### config.mk
export PLATFORM = sky130hd
export DESIGN_NAME = mips_alu
export DESIGN_NICKNAME = d
export VERILOG_FILES = /design/src/rtl/mips_alu.sv
export SDC_FILE = /design/constraint.sdc
export NUM_CORES = 1
export LEC_CHECK = 0
export CAP_MARGIN = 20
export CORE_MARGIN = 3
export CORE_UTILIZATION = 55
export DETAILED_ROUTE_END_ITERATION = 7
export PLACE_DENSITY_LB_ADDON = 0.05
export SYNTH_ARGS = -nofsm -noshare
export SYNTH_HDL_FRONTEND = slang
export SYNTH_SLANG_ARGS = --single-unit
### constraint.sdc
create_clock -name clk -period 10.25 [get_ports clk]
set_input_delay 3.075 -clock clk [delete_from_list [all_inputs] [get_ports clk]]
set_output_delay 3.075 -clock clk [all_outputs]
set_load 0.01 [all_outputs]
### src/rtl/mips_alu.sv
`default_nettype none
// +--------------------------------------------------------------------+
// | Module   : mips_alu                                                |
// | Purpose  : Registered 32-bit integer ALU with overflow/zero flags. |
// | Revision : 1.0 - initial release                                   |
// +--------------------------------------------------------------------+
module mips_alu #(
    parameter int WIDTH = 32
) (
    input  logic             clk,
    input  logic             rst_n,
    input  logic [WIDTH-1:0] operand_a,
    input  logic [WIDTH-1:0] operand_b,
    input  logic [3:0]       alu_ctrl,
    output logic [WIDTH-1:0] result,
    output logic             overflow,
    output logic             zero
);

    localparam int         c_MSB     = WIDTH - 1;
    localparam logic [3:0] c_OP_ADDU = 4'b0000;
    localparam logic [3:0] c_OP_ADD  = 4'b0001;
    localparam logic [3:0] c_OP_AND  = 4'b0100;
    localparam logic [3:0] c_OP_OR   = 4'b0101;
    localparam logic [3:0] c_OP_XOR  = 4'b0110;
    localparam logic [3:0] c_OP_NOR  = 4'b0111;
    localparam logic [3:0] c_OP_SUBU = 4'b1000;
    localparam logic [3:0] c_OP_SUB  = 4'b1001;
    localparam logic [3:0] c_OP_SLTU = 4'b1010;
    localparam logic [3:0] c_OP_SLT  = 4'b1011;
    localparam logic [3:0] c_OP_SLL  = 4'b1100;
    localparam logic [3:0] c_OP_SRL  = 4'b1101;
    localparam logic [3:0] c_OP_SRA  = 4'b1110;
    localparam logic [3:0] c_OP_LUI  = 4'b1111;

    logic [WIDTH-1:0]        w_sum;
    logic [WIDTH:0]          w_diff_ext;
    logic [WIDTH-1:0]        w_diff;
    logic                    w_add_ovf;
    logic                    w_sub_ovf;
    logic                    w_slt;
    logic                    w_sltu;
    logic [4:0]              w_shamt;
    logic signed [WIDTH-1:0] w_sra;
    logic [WIDTH-1:0]        w_lui;
    logic [WIDTH-1:0]        w_next_result;
    logic                    w_next_overflow;

    logic [WIDTH-1:0]        r_result;
    logic                    r_overflow;
    logic                    r_zero;

    // One extended subtractor serves sub/subu, the borrow for sltu and the sign for slt.
    assign w_sum      = operand_a + operand_b;
    assign w_diff_ext = {1'b0, operand_a} - {1'b0, operand_b};
    assign w_diff     = w_diff_ext[WIDTH-1:0];
    assign w_add_ovf  = (operand_a[c_MSB] == operand_b[c_MSB]) && (w_sum[c_MSB]  != operand_a[c_MSB]);
    assign w_sub_ovf  = (operand_a[c_MSB] != operand_b[c_MSB]) && (w_diff[c_MSB] != operand_a[c_MSB]);
    assign w_sltu     = w_diff_ext[WIDTH];

    // When signs differ the negative operand is the smaller one, so a wrapped difference never matters.
    assign w_slt      = (operand_a[c_MSB] != operand_b[c_MSB]) ? operand_a[c_MSB] : w_diff[c_MSB];

    assign w_shamt    = operand_a[4:0];
    assign w_sra      = $signed(operand_b) >>> w_shamt;
    assign w_lui      = {operand_b[15:0], {(WIDTH-16){1'b0}}};

    always_comb begin
        w_next_result   = '0;
        w_next_overflow = 1'b0;
        case (alu_ctrl)
            c_OP_ADDU: w_next_result = w_sum;
            c_OP_ADD: begin
                w_next_result   = w_sum;
                w_next_overflow = w_add_ovf;
            end
            c_OP_SUBU: w_next_result = w_diff;
            c_OP_SUB: begin
                w_next_result   = w_diff;
                w_next_overflow = w_sub_ovf;
            end
            c_OP_AND:  w_next_result = operand_a & operand_b;
            c_OP_OR:   w_next_result = operand_a | operand_b;
            c_OP_XOR:  w_next_result = operand_a ^ operand_b;
            c_OP_NOR:  w_next_result = ~(operand_a | operand_b);
            c_OP_SLTU: w_next_result = {{(WIDTH-1){1'b0}}, w_sltu};
            c_OP_SLT:  w_next_result = {{(WIDTH-1){1'b0}}, w_slt};
            c_OP_SLL:  w_next_result = operand_b << w_shamt;
            c_OP_SRL:  w_next_result = operand_b >> w_shamt;
            c_OP_SRA:  w_next_result = w_sra;
            c_OP_LUI:  w_next_result = w_lui;
            default: begin
                w_next_result   = '0;
                w_next_overflow = 1'b0;
            end
        endcase
    end

    always_ff @(posedge clk) begin
        if (!rst_n) begin
            r_result   <= '0;
            r_overflow <= 1'b0;
            r_zero     <= 1'b1;
        end else begin
            r_result   <= w_next_result;
            r_overflow <= w_next_overflow;
            r_zero     <= (w_next_result == '0);
        end
    end

    assign result   = r_result;
    assign overflow = r_overflow;
    assign zero     = r_zero;

endmodule
`default_nettype wire

== After elaboration in Yosys (flattened, before gate mapping) ==
Index checks and enable logic that the tools add are counted.

* Output and inout port bits: 34
* Word-level logic and storage cells: 38
* Bits of input ports: 70
* Flip-flop bits (word level): 34

* Eq/ne operators: 17
* Shift operators: 3
* Bitwise logic cells: 4
* Add/subtract/negate cells: 2
* Multiplexer cells: 3
* Reduce and logical (&&, ||, !) cells: 6

{| class="wikitable"
|+ Operators by type and width
! kind !! number
|-
| 32-bit case mux with 12 select lines || 1
|-
| 32-bit by 32-bit subtractor with 33-bit output || 1
|-
| 32-bit adder || 1
|-
| 32-bit AND || 1
|-
| 4-bit equality test (second input constant) || 8
|-
| 32-bit zero test || 1
|-
| 32-bit inverter || 1
|-
| 32-bit OR || 1
|-
| 32-bit by 5-bit left shift with 32-bit output || 1
|-
| 32-bit by 5-bit right shift with 32-bit output || 1
|-
| 32-bit by 5-bit >>> shifter with 32-bit output || 1
|-
| 32-bit bitwise XOR || 1
|-
| 4-bit by 3-bit equality test with 1-bit output (second input constant) || 4
|-
| 4-bit by 1-bit equality test with 1-bit output (second input constant) || 1
|-
| 4-bit zero test || 1
|-
| 2-bit OR reduction || 2
|-
| 1-bit != test || 3
|-
| 1-bit logical AND || 2
|-
| 1-bit case mux with 2 select lines || 1
|-
| 1-bit equality test || 1
|-
| 1-bit 2-to-1 mux || 1
|}

== Logic depth before layout (Yosys ltp) ==
Gate-level depths: netlist (run 1).

* Depth in word-level cells: 4
* Gate-level depth with buffers: 32
* Mapped depth without buffers: 25

== Worst setup path after synthesis (run 1) ==
OpenSTA, ideal clock, no wires.

* Path kind: in2reg
* Start: in operand_a[3]
* End: reg r_zero (netlist: zero)
* Stages on the path: 31
* Data required time: 10.163 ns
* Buffers on the path: 7
* Library setup time: 0.087 ns
* Arrival time: 8.691 ns
* Slack: 1.472 ns
* Path through: buf_2 buf_4 buf_4 inv_2 buf_2 buf_2 buf_2 ha_1 buf_2 or4_1 a21oi_1 o21a_1 o31ai_1 a21oi_1 a211oi_1 o21bai_1 a21oi_1 nor2_1 nor2_1 fa_1 and3b_1 a21oi_1 o22ai_1 a221o_1 a311oi_1 nand3_1 a31oi_1 and4b_1 nand4_1 or4_1 o31ai_1

* Cells in the longest elaborated chain, start to end: 4
* Elaborated cells between the ends (all ways): 12
* Classes of those cells: add/sub (2); shift (3); mux (2); bitwise (4); reduce/logical (1)

{| class="wikitable"
|+ RTL lines
! item !! line !! source
|-
| from (decl) || 12 || <nowiki>input logic [WIDTH-1:0] operand_a,</nowiki>
|-
| 32-bit by 32-bit subtractor with 33-bit output / 32-bit OR (equally long branches) || 55, 83, 85 ||
|-
| 1-bit 2-to-1 mux / 32-bit inverter (equally long branches) || 62, 85 ||
|-
| 32-bit case mux with 12 select lines (*) || 71 || <nowiki>case (alu_ctrl)</nowiki>
|-
| 32-bit zero test (*) || 107 || <nowiki>r_zero <= (w_next_result == '0);</nowiki>
|-
| to (signal assigned) || 107 ||
|-
| to (decl) || 51 || <nowiki>logic r_zero;</nowiki>
|}

Mark *: on every way between the ends. The rest lies on a longest branch, timed or not.
A chain may end at the register's enable or synchronous reset.

== Worst setup path in the final report (run 1) ==
* Start: in operand_b[4]
* End: reg r_zero (netlist: zero)

* Cells in the longest elaborated chain, start to end: 4
* Elaborated cells between the ends (all ways): 12
* Classes of those cells: add/sub (2); shift (3); mux (2); bitwise (4); reduce/logical (1)

{| class="wikitable"
|+ RTL lines
! item !! line !! source
|-
| from (decl) || 13 || <nowiki>input logic [WIDTH-1:0] operand_b,</nowiki>
|-
| 32-bit by 32-bit subtractor with 33-bit output / 32-bit OR (equally long branches) || 55, 83, 85 ||
|-
| 1-bit 2-to-1 mux / 32-bit inverter (equally long branches) || 62, 85 ||
|-
| 32-bit case mux with 12 select lines (*) || 71 ||
|-
| 32-bit zero test (*) || 107 ||
|}

Marks and branches as above.

==> impl_metrics.json, run 1 <==
{
  "ir_worst_vdd_uv": 63.4,
  "ys_seq_area_share_pct": 6.09,
  "syn_nets": 1711,
  "die_h_um": 149,
  "root_buffer": "clkbuf_16",
  "fp.dieW_um": 149,
  "layout_min_cycle_time_ns": 9.15,
  "dp_hpwl_mm": 39.8,
  "cts_buffers": 5,
  "drc": 0,
  "worst_pin_slew_ns": 1.13,
  "fillers": 1804,
  "utilization_pct": 63.1,
  "maxSlewHeadroom_pct": 22.7,
  "cp.arrival_ns": 9.35,
  "worstPathMaxFanout": 12,
  "slew_viol_final": 0,
  "fin_cells": 1836,
  "ant_nets": 0,
  "holdCritStartpoint": "operand_a[4]",
  "leakage_uw": 0.00504,
  "cts_setup_buffers": 0,
  "synth-seq-cells": 34,
  "dp_cells": 1828,
  "grt_pass1_vias": 12858,
  "fin_setup_tns_ns": 0,
  "clk_pin_slew_ns": 0.06,
  "cts_resized": 0,
  "drt_iter0_drc": 2396,
  "row_count": 51,
  "grt_max_degree": 70,
  "synth-edff-count": 0,
  "dr_total_vias": 13881,
  "fin_nets": 1744,
  "hold_viol_final": 0,
  "start_kind": "primary input",
  "grt_setup_unrepaired": "false",
  "clk_path_buf_depth": 2,
  "antenna_found_initial": 3,
  "routed_via_density": 7.56,
  "grtUsageTotal_pct": 46.1,
  "setup_viol": 0,
  "critPathLaunch": "operand_b[4]",
  "yosys.area.top_type": "ha_1",
  "synth_top_area_share_pct": 11.3,
  "die-area_sq_um": 22100,
  "setup.worst_path.class": "in2reg",
  "synthArstFlopShare_pct": 0,
  "grt_first_pass_wirelength_mm": 78.3,
  "yosysMostFrequentCell": "nor2_1",
  "ctsHoldBuffers": 0,
  "fmax_ghz": 0.109,
  "drt-wirelength-per-cell_um": 29.0,
  "clock_sinks": 34,
  "grt_overflow": 0,
  "ys_types": 93,
  "synthFlopType": "dfxtp_1",
  "synthTopCellsByArea": "ha_1, mux4_2, dfxtp_1, mux2i_1, a21oi_1",
  "placement.io_buffers": 103,
  "status": "finished clean",
  "routabilityCongestion": 1.06,
  "syn_area_sq_um": 11200,
  "synthCells": 1537,
  "drive_above_1_share_pct": 10.2,
  "ios": 104,
  "initial_utilization_pct": 56.7,
  "worst_setup_path_end_kind": "flop",
  "powerDensity_nw_per_um2": 80.1,
  "cp.required_ns": 10.45,
  "diodes": 0,
  "hold_class": "in2reg",
  "cap_violations": 0,
  "fin_crit_sh_pct": 89.3,
  "syn2layout_area_growth_pct": 11.3,
  "core_area_sq_um": 19700,
  "avgSynthCellArea_sq_um": 7.27,
  "cts_tree": "built",
  "ys_warn_count": 0,
  "dr.pass1.iters": 7,
  "yosys-top-cells-count": "nor2_1, a21oi_1, nand2_1",
  "wirelength_mm": 53.2,
  "cts_htree_levels": 2
}
==> final cells by class <==
| class | instances | area, sq um | area share [%] |
|---|---|---|---|
| Timing Repair Buffer | 152 | 1370 | 11.0 |
| Tap cell | 265 | 332 | 2.66 |
| Clock buffer | 7 | 143 | 1.15 |
| Sequential cell | 34 | 681 | 5.47 |
| Clock inverter | 1 | 5.00 | 0.0402 |
| Inverter | 109 | 409 | 3.29 |
| Multi-Input combinational cell | 1268 | 9500 | 76.4 |
==> through the flow <==
step	cell area [sq um]	hold slack, ns	setup slack [ns]	power, uW
final	12400	3.61	1.10	996
after global routing	12400	3.62	0.780	1030
after CTS	12400	3.59	1.29	959
after detailed placement	12300	3.81	1.02	801
after global placement	12300	3.81	1.15	799
after floorplan	11200	3.20	1.47	571
==> state kept, by name, summed over array words and instances (netlist names) <==
signal    flops
overflow      1
result       32
zero          1
==> final timing paths <==
| kind | endpoint | cells after the start | slack [ns] |
|---|---|---|---|
| max | zero | 25 | 1.10 |
| min | result[4] | 6 | 3.61 |
==> metal layers <==
metal  wire length (um)  up-vias  part of all wire [%]  GRT usage [%]
met3               8920      333                    17           17.4
met5                 29        -                 0.054              0
met4               4360        6                   8.2           27.9
met2              21200     1278                    40           65.2
met1              18700     6415                    35           59.2
li1                   -     5849                     -              -
==> worst max-delay path: stages <==
cell	delay (ns)
clkdlybuf4s50_1	0.71
inv_1	0.13
ha_1	0.45
or4_1	0.66
a21oi_1	0.41
o21a_1	0.26
o31ai_1	0.17
a21oi_1	0.29
a211oi_1	0.12
o21bai_1	0.13
a21oi_1	0.09
nor2_1	0.11
nor2_1	0.06
fa_1	0.37
and3b_1	0.18
a21oi_1	0.11
o22ai_1	0.09
a221o_1	0.31
a311oi_1	0.28
nand3_1	0.16
a31oi_1	0.23
and4b_1	0.22
nand4_1	0.09
or4_1	0.41
o31ai_1	0.23
==> power by group <==
group	internal, uW	leakage, uW	switching, uW
registers	145	0.000281	2.90
logic	258	0.00468	434
clock network	96.4	0.0000739	59.9
total	500	0.00504	497
==> kinds of logic (layout without fill, tap and decap cells) <==
logic type / Yosys count / count (layout) / share of synthesized area (%)
adder cells (fa/ha/maj): 104 / 104 / 11.8
buffers and inverters: 235 / 269 / 9.02
AO/OA/AOI/OAI: 537 / 537 / 32.5
multiplexers: 142 / 142 / 19.1
flip-flops: 34 / 34 / 6.09
XOR/XNOR: 18 / 18 / 1.41
AND/OR/NAND/NOR: 467 / 467 / 20.0
==> cell usage in the layout (no fill, tap or decap), types with 26 or more instances in the layout <==
cell / count
buf_4: 51
clkdlybuf4s50_1: 96
inv_1: 102
nor2_1: 155
o21ai_0: 105
ha_1: 101
a21oi_1: 127
nand3_1: 40
mux2i_1: 65
dfxtp_1: 34
a211oi_1: 26
o211ai_1: 37
nand2_1: 119
nor3_1: 27
mux4_2: 51
(Power assumes the default switching activity.)
==> run 2, diff against run 1 <==
HOLD_SLACK_MARGIN = 0.03   (was not set)
==> results of run 2 <==
Final layout, timing and power as in run 1 (identical DEF).
